--- src/rtl/mem_ctrl_pkg.sv ---
// mem_ctrl_pkg: shared definitions for the memory controller.
//   state_t      - controller state encoding
//   LEN_*        - lsb_len encoding (byte count minus one)
//   IO_HI_DEFAULT- addr[17:16] value that marks an IO-mapped access
package mem_ctrl_pkg;

  typedef enum logic [1:0] {
    IDLE  = 2'd0,
    FETCH = 2'd1,
    LOAD  = 2'd2,
    STORE = 2'd3
  } state_t;

  localparam logic [1:0] LEN_BYTE = 2'd0;
  localparam logic [1:0] LEN_HALF = 2'd1;
  localparam logic [1:0] LEN_RSVD = 2'd2;
  localparam logic [1:0] LEN_WORD = 2'd3;

  localparam logic [1:0] IO_HI_DEFAULT = 2'b11;

  localparam logic [2:0] FETCH_BYTES = 3'd4;

endpackage

--- src/rtl/mem_ctrl.sv ---
// mem_ctrl: byte-serial RAM arbiter for instruction fetch and load/store.
//   clk, rst (sync, active-high), rdy (global enable), roll_back (flush)
//   if_en/if_pc -> if_done/if_data          : 4-byte fetch
//   lsb_en/lsb_wr/lsb_addr/lsb_len/lsb_wdata -> lsb_done/lsb_rdata
//   mem_din/mem_dout/mem_a/mem_wr           : 1-byte-per-cycle RAM port
//   io_buffer_full                          : stalls stores to IO space
// Reads take N+1 busy cycles (the RAM returns data one cycle late), stores
// take N. Done pulses and returned data are registered; the RAM port is
// driven combinationally from the registered state so a stall on
// io_buffer_full takes effect in the same cycle.
module mem_ctrl
  import mem_ctrl_pkg::*;
#(
  parameter logic [1:0] IO_HI = IO_HI_DEFAULT
) (
  input  logic        clk,
  input  logic        rst,
  input  logic        rdy,
  input  logic        roll_back,
  input  logic        if_en,
  input  logic [31:0] if_pc,
  output logic        if_done,
  output logic [31:0] if_data,
  input  logic        lsb_en,
  input  logic        lsb_wr,
  input  logic [31:0] lsb_addr,
  input  logic [1:0]  lsb_len,
  input  logic [31:0] lsb_wdata,
  output logic        lsb_done,
  output logic [31:0] lsb_rdata,
  input  logic [7:0]  mem_din,
  output logic [7:0]  mem_dout,
  output logic [31:0] mem_a,
  output logic        mem_wr,
  input  logic        io_buffer_full
);

  state_t      state;
  logic [2:0]  cnt;
  logic [2:0]  nbytes;
  logic [31:0] base;
  logic [31:0] wdata_r;
  logic [31:0] rbuf;
  logic [31:0] rd_next;
  logic        io_stall;

  // RAM port. In a read's final cycle (cnt == N) mem_a runs one past the
  // last byte; that read is harmless and keeps the address path simple.
  always_comb begin
    mem_a    = '0;
    mem_dout = '0;
    mem_wr   = 1'b0;
    if (state != IDLE) mem_a = base + 32'(cnt);
    io_stall = (mem_a[17:16] == IO_HI) && io_buffer_full;
    if (state == STORE) begin
      mem_dout = wdata_r[8*cnt[1:0] +: 8];
      mem_wr   = rdy && !io_stall;
    end
  end

  // mem_din carries the byte addressed in the previous cycle, i.e. byte cnt-1.
  always_comb begin
    rd_next = rbuf;
    for (int i = 0; i < 4; i++)
      if (cnt == 3'(i + 1)) rd_next[8*i +: 8] = mem_din;
  end

  always_ff @(posedge clk) begin
    if (rst) begin
      state     <= IDLE;
      cnt       <= '0;
      nbytes    <= '0;
      base      <= '0;
      wdata_r   <= '0;
      rbuf      <= '0;
      if_done   <= 1'b0;
      lsb_done  <= 1'b0;
      if_data   <= '0;
      lsb_rdata <= '0;
    end else if (rdy) begin
      if_done  <= 1'b0;
      lsb_done <= 1'b0;
      case (state)
        IDLE: begin
          // Requesters still hold en during the done cycle; skip it.
          if (!if_done && !lsb_done) begin
            if (lsb_en && !roll_back) begin
              state   <= lsb_wr ? STORE : LOAD;
              base    <= lsb_addr;
              nbytes  <= {1'b0, lsb_len} + 3'd1;
              wdata_r <= lsb_wdata;
              cnt     <= '0;
              rbuf    <= '0;
            end else if (if_en) begin
              state  <= FETCH;
              base   <= if_pc;
              nbytes <= FETCH_BYTES;
              cnt    <= '0;
              rbuf   <= '0;
            end
          end
        end
        FETCH, LOAD: begin
          if (state == LOAD && roll_back) begin
            state <= IDLE;
            cnt   <= '0;
          end else if (cnt == nbytes) begin
            state <= IDLE;
            cnt   <= '0;
            if (state == FETCH) begin
              if_done <= 1'b1;
              if_data <= rd_next;
            end else begin
              lsb_done  <= 1'b1;
              lsb_rdata <= rd_next;
            end
          end else begin
            rbuf <= rd_next;
            cnt  <= cnt + 3'd1;
          end
        end
        STORE: begin
          if (!io_stall) begin
            if (cnt == nbytes - 3'd1) begin
              state    <= IDLE;
              cnt      <= '0;
              lsb_done <= 1'b1;
            end else begin
              cnt <= cnt + 3'd1;
            end
          end
        end
        default: state <= IDLE;
      endcase
    end
  end

endmodule

--- config.mk ---
export PLATFORM = sky130hd
export DESIGN_NAME = mem_ctrl
export DESIGN_NICKNAME = d
export VERILOG_FILES = /design/src/rtl/mem_ctrl_pkg.sv /design/src/rtl/mem_ctrl.sv
export SDC_FILE = /design/constraint.sdc
export NUM_CORES = 1
export LEC_CHECK = 0
export BUFFER_PORTS_ARGS = -buffer_cell sky130_fd_sc_hd__buf_4
export CAP_MARGIN = 10
export CORE_UTILIZATION = 47
export DETAILED_ROUTE_END_ITERATION = 10
export HOLD_SLACK_MARGIN = 0.05
export PLACE_DENSITY = 0.7
export SETUP_SLACK_MARGIN = 0.4
export SLEW_MARGIN = 5
export SYNTH_ARGS = -nofsm -noshare
export SYNTH_HDL_FRONTEND = slang
export SYNTH_SLANG_ARGS = --single-unit
--- constraint.sdc ---
create_clock -name clk -period 5.1 [get_ports clk]
set_clock_uncertainty 0.05 [all_clocks]
set_input_delay 0.765 -clock clk [delete_from_list [all_inputs] [get_ports clk]]
set_output_delay 0.765 -clock clk [all_outputs]
set_load 0.01 [all_outputs]
==> qor.txt, run 1 <==
Initial Util -> 48.9%
Setup repair bufs after CTS -> 0
Slowest cell on the critical path -> dfxtp_1
Die area -> 0.0173 mm^2
Worst min path class -> flip-flop to flip-flop
Global-route wire length before repair -> 34600 um
Ys async rst share -> 0%
Syn. warnings -> 0
Via count -> 7233
Area leader, netlist -> dfxtp_1
IO Port Bufs -> 220
Fmax -> 243 MHz
Longest Clk Path Bufs -> 2
Setup tns final -> 0 ns
Reg-to-Reg Start -> cnt[0]
CTS tree -> done
Worst-path fanout max -> 15
GR Util All Layers -> 24.6%
Clock root cell -> clkbuf_16
WHS Endpoint -> wdata_r[27]
GR Util met2 -> 42.0%
Mapped Avg Cell Area -> 8.40 um^2
CTS Hold Bufs -> 0
Mapped Area -> 0.00789 mm^2
Post-synth EDFFs -> 0
Die H -> 132 um
Synth Net Count -> 1069
Crit path cell chain -> ha_1 > fa_1 > a21o_1 > and3_1 > nand4_1 > or3_1 > a21oi_1 > buf_4
Dominant cells by area after synthesis -> dfxtp_1, nor2_1, nand2_1
Max_cap viols -> 0
Worst rel slew slack -> 21.1%
Fin crit period -> 4.12 ns
Met1 Use GR -> 29.8%
Pre-antenna DRT Iters -> 4
Largest net degree at the start of global routing -> 71
Cts bufs inserted -> 17
Seq cells post-synth -> 170
Most used DFF post-synth -> dfxtp_1
Unique cell type count in the Yosys netlist -> 50
CP Data Arrival Time -> 3.30 ns
Worst-path clk slew -> 0.07 ns
Vias/cell -> 5.41
Nets -> 1238
Area Overhead vs Synth -> 28.9%
# IOs -> 221
Core area -> 0.0161 mm^2
Seq/Total Area, Yosys -> 43.2%
P_leak -> 3.97 nW
Crit Path Category -> flip-flop to output pin
Buffers & Inverters on Critical Path -> 1
Drt wl/cell -> 15.8 um
Clk sinks -> 170
Final Hold Vio Count -> 0
Reg2reg path depth -> 7
Gr ovfl total -> 0
H-tree Lvls -> 4
Dpl hpwl -> 14700 um
Place WS -> 1.40 ns
CP top delay family -> simple AND/OR/NAND/NOR gates
DRC viols -> 0
Slowest Stage Delay on Critical Path -> 0.87 ns
Initial drt markers -> 384
Yosys top cell area share -> 43.2%
Antenna violations before repair -> 0
Status -> complete, no violations
Pwr dens -> 317 mW/mm^2
Vias in the first global route -> 6903
Met3 Use GR -> 6.64%
Fraction of layout cells with a size suffix above 1 -> 25.3%
Gpl congestion -> 0.802
Fin worst setup slack -> 0.984 ns
Hold path start -> wdata_r[27]
Die Wd -> 132 um
Worst vdd ir -> 260 uV
R2R Path End -> lsb_rdata[12]
WP data required -> 4.28 ns
R2R Setup Slk -> 1.95 ns
Pins Over Slew Limit -> 0
Tot Pwr -> 3.22 mW
Fin crit share -> 80.7%
Ant diodes -> 0
Final wirelength -> 21100 um
Crit path capture type -> output pin
Resize count post-CTS -> 0
CP Launch Type -> flip-flop
Final setup viols -> 0
RSZ-0062 raised after global routing -> false
Synth Instances -> 939
Post-route ant nets -> 0
Clk Latency, worst-skew pair -> 0.43 ns
FP Rows -> 46
Actual slew at the worst max-slew pin -> 1.18 ns
GRT busiest layer -> met2
Hold depth -> 2
==> per-stage QoR <==
stage          std cells  area (um^2)  hold WS [ns]  util (%)
2_1_floorplan        939         7890         0.383         -
3_3_place_gp        1305         9590         0.391      59.5
3_5_place_dp        1305         9590         0.397      59.5
4_1_cts             1337        10200         0.407      63.1
5_1_grt             1337        10200         0.431      63.1
6_report            1337        10200         0.407      63.1
==> Yosys cell counts, types with 2 or more instances <==
cell      count
dfxtp_1     170
nor2_1      165
nand2_1     149
a211oi_1     65
clkbuf_1     48
a21oi_1      41
mux2i_1      36
a311oi_1     32
a32oi_1      32
inv_1        20
xnor2_1      20
buf_1        18
ha_1         15
buf_2        14
nor3_1       13
and2_1       12
nand3_1      11
xor2_1       10
mux4_2        8
o21ai_0       7
nor2b_1       6
and3_1        5
nand4_1       5
or3_1         5
o21ai_1       3
a21o_1        2
nand2b_1      2
o211ai_1      2
o22ai_1       2
==> where the power goes <==
| group | switching [mW] | total [mW] | leakage [nW] | internal [mW] |
|---|---|---|---|---|
| clock | 0.553 | 1.25 | 0.282 | 0.700 |
| sequential | 0.0611 | 1.46 | 1.38 | 1.40 |
| combinational | 0.278 | 0.502 | 2.31 | 0.223 |
==> cell type report <==
cell class | count | area (um^2)
clock inverters | 13 | 133
flip-flops and latches | 170 | 3400
fillers | 1534 | 5950
repair buffers | 230 | 1730
clock buffers | 19 | 443
well taps | 216 | 270
multi-input cells | 669 | 4110
inverters | 20 | 75.1
==> flip-flops by register name, indices dropped and copies added, names as in the netlist <==
signal     count
base          32
cnt            3
if_data       32
if_done        1
lsb_done       1
lsb_rdata     32
nbytes         3
rbuf          32
state          2
wdata_r       32
==> kinds of logic (layout without fill, tap and decap cells) <==
kind of cell               count (synthesis)  count (layout)  share of synthesized area [%]
xor gates and xnor gates                  31              31                           3.62
muxes                                     44              44                           6.85
buffers and inverters                    100             282                           4.98
DFF                                      170             170                           43.2
and+or+nand+nor                          382             382                           20.5
adders and majority gates                 16              16                           2.63
AOI/OAI and AO/OA                        196             196                           18.3
==> worst max path at each step <==
stage	cells past startpoint	slack, ns	endpoint	from
after floorplan	7	2.29	mem_a[20]	cnt[0]
after detailed placement	8	1.40	mem_a[20]	cnt[0]
after global placement	8	1.41	mem_a[20]	cnt[0]
after global routing	8	0.66	mem_a[20]	cnt[0]
final	8	0.98	mem_a[20]	cnt[0]
after CTS	8	0.93	mem_a[20]	cnt[0]
==> worst register-to-register path: stages, from the launching register on <==
cell and delay [ns]:
dfxtp_1 0.87, xor2_1 0.22, nor3_1 0.30, and4_1 0.25, nor2b_4 0.58, buf_4 0.47
nor2_1 0.09, a211oi_1 0.23
==> routing by layer <==
metal,share of wire [%],vias up
met5,0,-
met4,1.9,0
met3,6.7,28
met2,48,213
met1,43,3343
li1,-,3649
==> cells in the final DEF, fill, tap and decap left out, types with 7 or more instances in the layout <==
cell,count
clkbuf_16,17
a21oi_1,41
a32oi_1,32
ha_1,15
nand3_1,11
a311oi_1,32
a211oi_1,65
inv_1,20
buf_4,230
and2_1,11
mux2i_1,36
dfxtp_1,170
nand2_1,149
mux4_2,8
nor2_1,163
xor2_1,10
xnor2_1,20
inv_6,7
nor3_1,13
o21ai_0,7
Note: power is estimated with default switching activity, not from simulation.
==> run 2: changes to the inputs <==
Clock period 5.1 ns to 3.8 ns, I/O delays scaled along.
==> run 2 against run 1 <==
Net effect:
- cell count increased by 0.67%
- sequential cell count unchanged
- hold slack got worse by 0.058 ns
- design area increased by 1.0%
- setup slack got worse by 0.33 ns
- non-clock buffer count increased by 9
- count of clock-buffer cells in the layout increased by 1
- total power increased by 34%
==> qor.txt, run 2 (synthesized netlist as in run 1, its figures left out) <==
Max_cap viols -> 0 (unchanged)
Dpl hpwl -> 14900 um (was 14700 um)
WHS Endpoint -> wdata_r[0] (was wdata_r[27])
Hold depth -> 3 (was 2)
RSZ-0062 raised after global routing -> false (unchanged)
Setup tns final -> 0 ns (unchanged)
Hold slack -> 0.349 ns (was 0.407 ns)
Fraction of layout cells with a size suffix above 1 -> 26.0% (was 25.3%)
Most frequent cells in the layout -> buf_4, dfxtp_1, nor2_1 (unchanged)
Via count -> 7264 (was 7233)
Crit Path Category -> flip-flop to output pin (unchanged)
Die area -> 0.0173 mm^2 (unchanged)
Worst-path fanout max -> 5 (was 15)
Final Hold Vio Count -> 0 (unchanged)
Crit path cell chain -> ha_1 > fa_1 > a21o_1 > and3_1 > a21boi_0 > o211ai_2 > nor2_1 > nor3_1 > buf_4 (was ha_1 > fa_1 > a21o_1 > and3_1 > nand4_1 > or3_1 > a21oi_1 > buf_4)
H-tree Lvls -> 4 (unchanged)
Ant diodes -> 0 (unchanged)
Hold path start -> lsb_wdata[0] (was wdata_r[27])
Longest Clk Path Bufs -> 2 (unchanged)
Place WS -> 0.810 ns (was 1.40 ns)
Fin crit period -> 3.14 ns
Largest net degree at the start of global routing -> 90 (was 71)
Reg-to-Reg Start -> state[0] (was cnt[0])
Final core utilization -> 63.7% (was 63.1%)
CTS tree -> done (unchanged)
Worst min path class -> input port to flip-flop (was flip-flop to flip-flop)
R2R Path End -> rbuf[31] (was lsb_rdata[12])
Worst rel slew slack -> 30.3% (was 21.1%)
Post-route ant nets -> 0 (unchanged)
Cts bufs inserted -> 17 (unchanged)
P_leak -> 4.02 nW (was 3.97 nW)
Core area -> 0.0161 mm^2 (unchanged)
Reg2reg path depth -> 8 (was 7)
Global-route wire length before repair -> 35100 um (was 34600 um)
Antenna violations before repair -> 0 (unchanged)
Slowest Stage Delay on Critical Path -> 0.41 ns (was 0.87 ns)
CTS Hold Bufs -> 0 (unchanged)
Actual slew at the worst max-slew pin -> 1.04 ns (was 1.18 ns)
GR Util All Layers -> 24.7% (was 24.6%)
Worst vdd ir -> 319 uV (was 260 uV)
Buffers & Inverters on Critical Path -> 1 (unchanged)
Gpl congestion -> 0.801 (was 0.802)
FP Rows -> 46 (unchanged)
Final wirelength -> 21200 um (was 21100 um)
Nets -> 1247 (was 1238)
Initial drt markers -> 408 (was 384)
CP Data Arrival Time -> 2.52 ns (was 3.30 ns)
Area Overhead vs Synth -> 30.1% (was 28.9%)
CP top delay family -> adder cells (was simple AND/OR/NAND/NOR gates)
Pre-antenna DRT Iters -> 5 (was 4)
Die Wd -> 132 um (unchanged)
Worst-path clk slew -> 0.07 ns (about the same)
Crit path capture type -> output pin (unchanged)
Pins Over Slew Limit -> 0 (unchanged)
Status -> complete, no violations (unchanged)
Fmax -> 318 MHz
Most common cell after layout, fill and taps aside -> buf_4 (unchanged)
IO Port Bufs -> 220 (unchanged)
# IOs -> 221 (unchanged)
Final setup viols -> 0 (unchanged)
R2R Setup Slk -> 1.01 ns (was 1.95 ns)
Drt wl/cell -> 15.7 um (was 15.8 um)
Clk sinks -> 170 (unchanged)
Pwr dens -> 419 mW/mm^2 (was 317 mW/mm^2)
Clock root cell -> clkbuf_16 (unchanged)
Slowest cell on the critical path -> fa_1 (was dfxtp_1)
Fin worst setup slack -> 0.658 ns (was 0.984 ns)
CP Launch Type -> flip-flop (unchanged)
Gr ovfl total -> 0 (unchanged)
Initial Util -> 48.9% (unchanged)
Tot Pwr -> 4.30 mW (was 3.22 mW)
DRC viols -> 0 (unchanged)
Vias/cell -> 5.40 (was 5.41)
Clk Latency, worst-skew pair -> 0.42 ns (was 0.43 ns)
Fin crit share -> 82.7%
WP data required -> 3.18 ns (was 4.28 ns)
Vias in the first global route -> 7020 (was 6903)
Stages on worst setup path -> 9 (was 8)
Die H -> 132 um (unchanged)
-- run 2: cell types whose count changed in the layout (fill, tap and decap cells not counted), sizes merged --
cell / delta
buf: +9
inv: -4
clkinvlp: +1
clkinv: +2
clkbuf: +1
-- run 2: timing repair --
action,4_1_cts,5_1_grt
endpoints found under the hold margin,0,0
setup endpoints to repair,3,8
pin swaps,1,0
gates resized for setup,0,2
buffers inserted,1,2
-- run 2: cell type report --
class	count	area, um^2
fillers	1485	5850
multi-input cells	669	4120
flip-flops and latches	170	3400
repair buffers	239	1830
clock buffers	20	447
well taps	216	270
clock inverters	12	115
inverters	20	75.1
-- run 2: through the flow --
| stage | instance area [um^2] | cells |
|---|---|---|
| final | 10300 | 1346 |
| after floorplan | 7890 | 939 |
| after global placement | 9670 | 1311 |
| after detailed placement | 9670 | 1311 |
| after global routing | 10300 | 1346 |
| after CTS | 10200 | 1344 |
-- run 2: worst register-to-register path, cell delays in order, from the launching register on --
cell	delay (ns)
dfxtp_1	0.38
inv_1	0.10
ha_1	0.62
inv_1	0.19
o41ai_1	0.46
a211oi_2	0.17
and3_1	0.36
a32oi_1	0.24
nor2_1	0.06
-- run 2: how the worst max path moves through the flow --
stage,start,end
finish,cnt[0],mem_wr
global route,cnt[0],mem_wr
CTS,cnt[2],mem_a[20]
detailed placement,cnt[2],mem_a[23]
global placement,cnt[2],mem_a[23]
floorplan,cnt[0],mem_a[20]
-- run 2: routing by layer --
metal  GRT usage (%)  share of wire, %  vias to the layer above
li1                -                 -                     3661
met1            31.4                44                     3360
met2            41.6                48                      222
met3            5.63               5.9                       21
met4            7.49               1.6                        0
met5               0                 0                        -
-- run 2: power by group --
| part | switching (mW) | total, mW | leakage [nW] | internal (mW) |
|---|---|---|---|---|
| combinational | 0.378 | 0.688 | 2.36 | 0.310 |
| clock | 0.725 | 1.65 | 0.273 | 0.929 |
| sequential | 0.0801 | 1.96 | 1.38 | 1.88 |
| total | 1.18 | 4.30 | 4.02 | 3.12 |
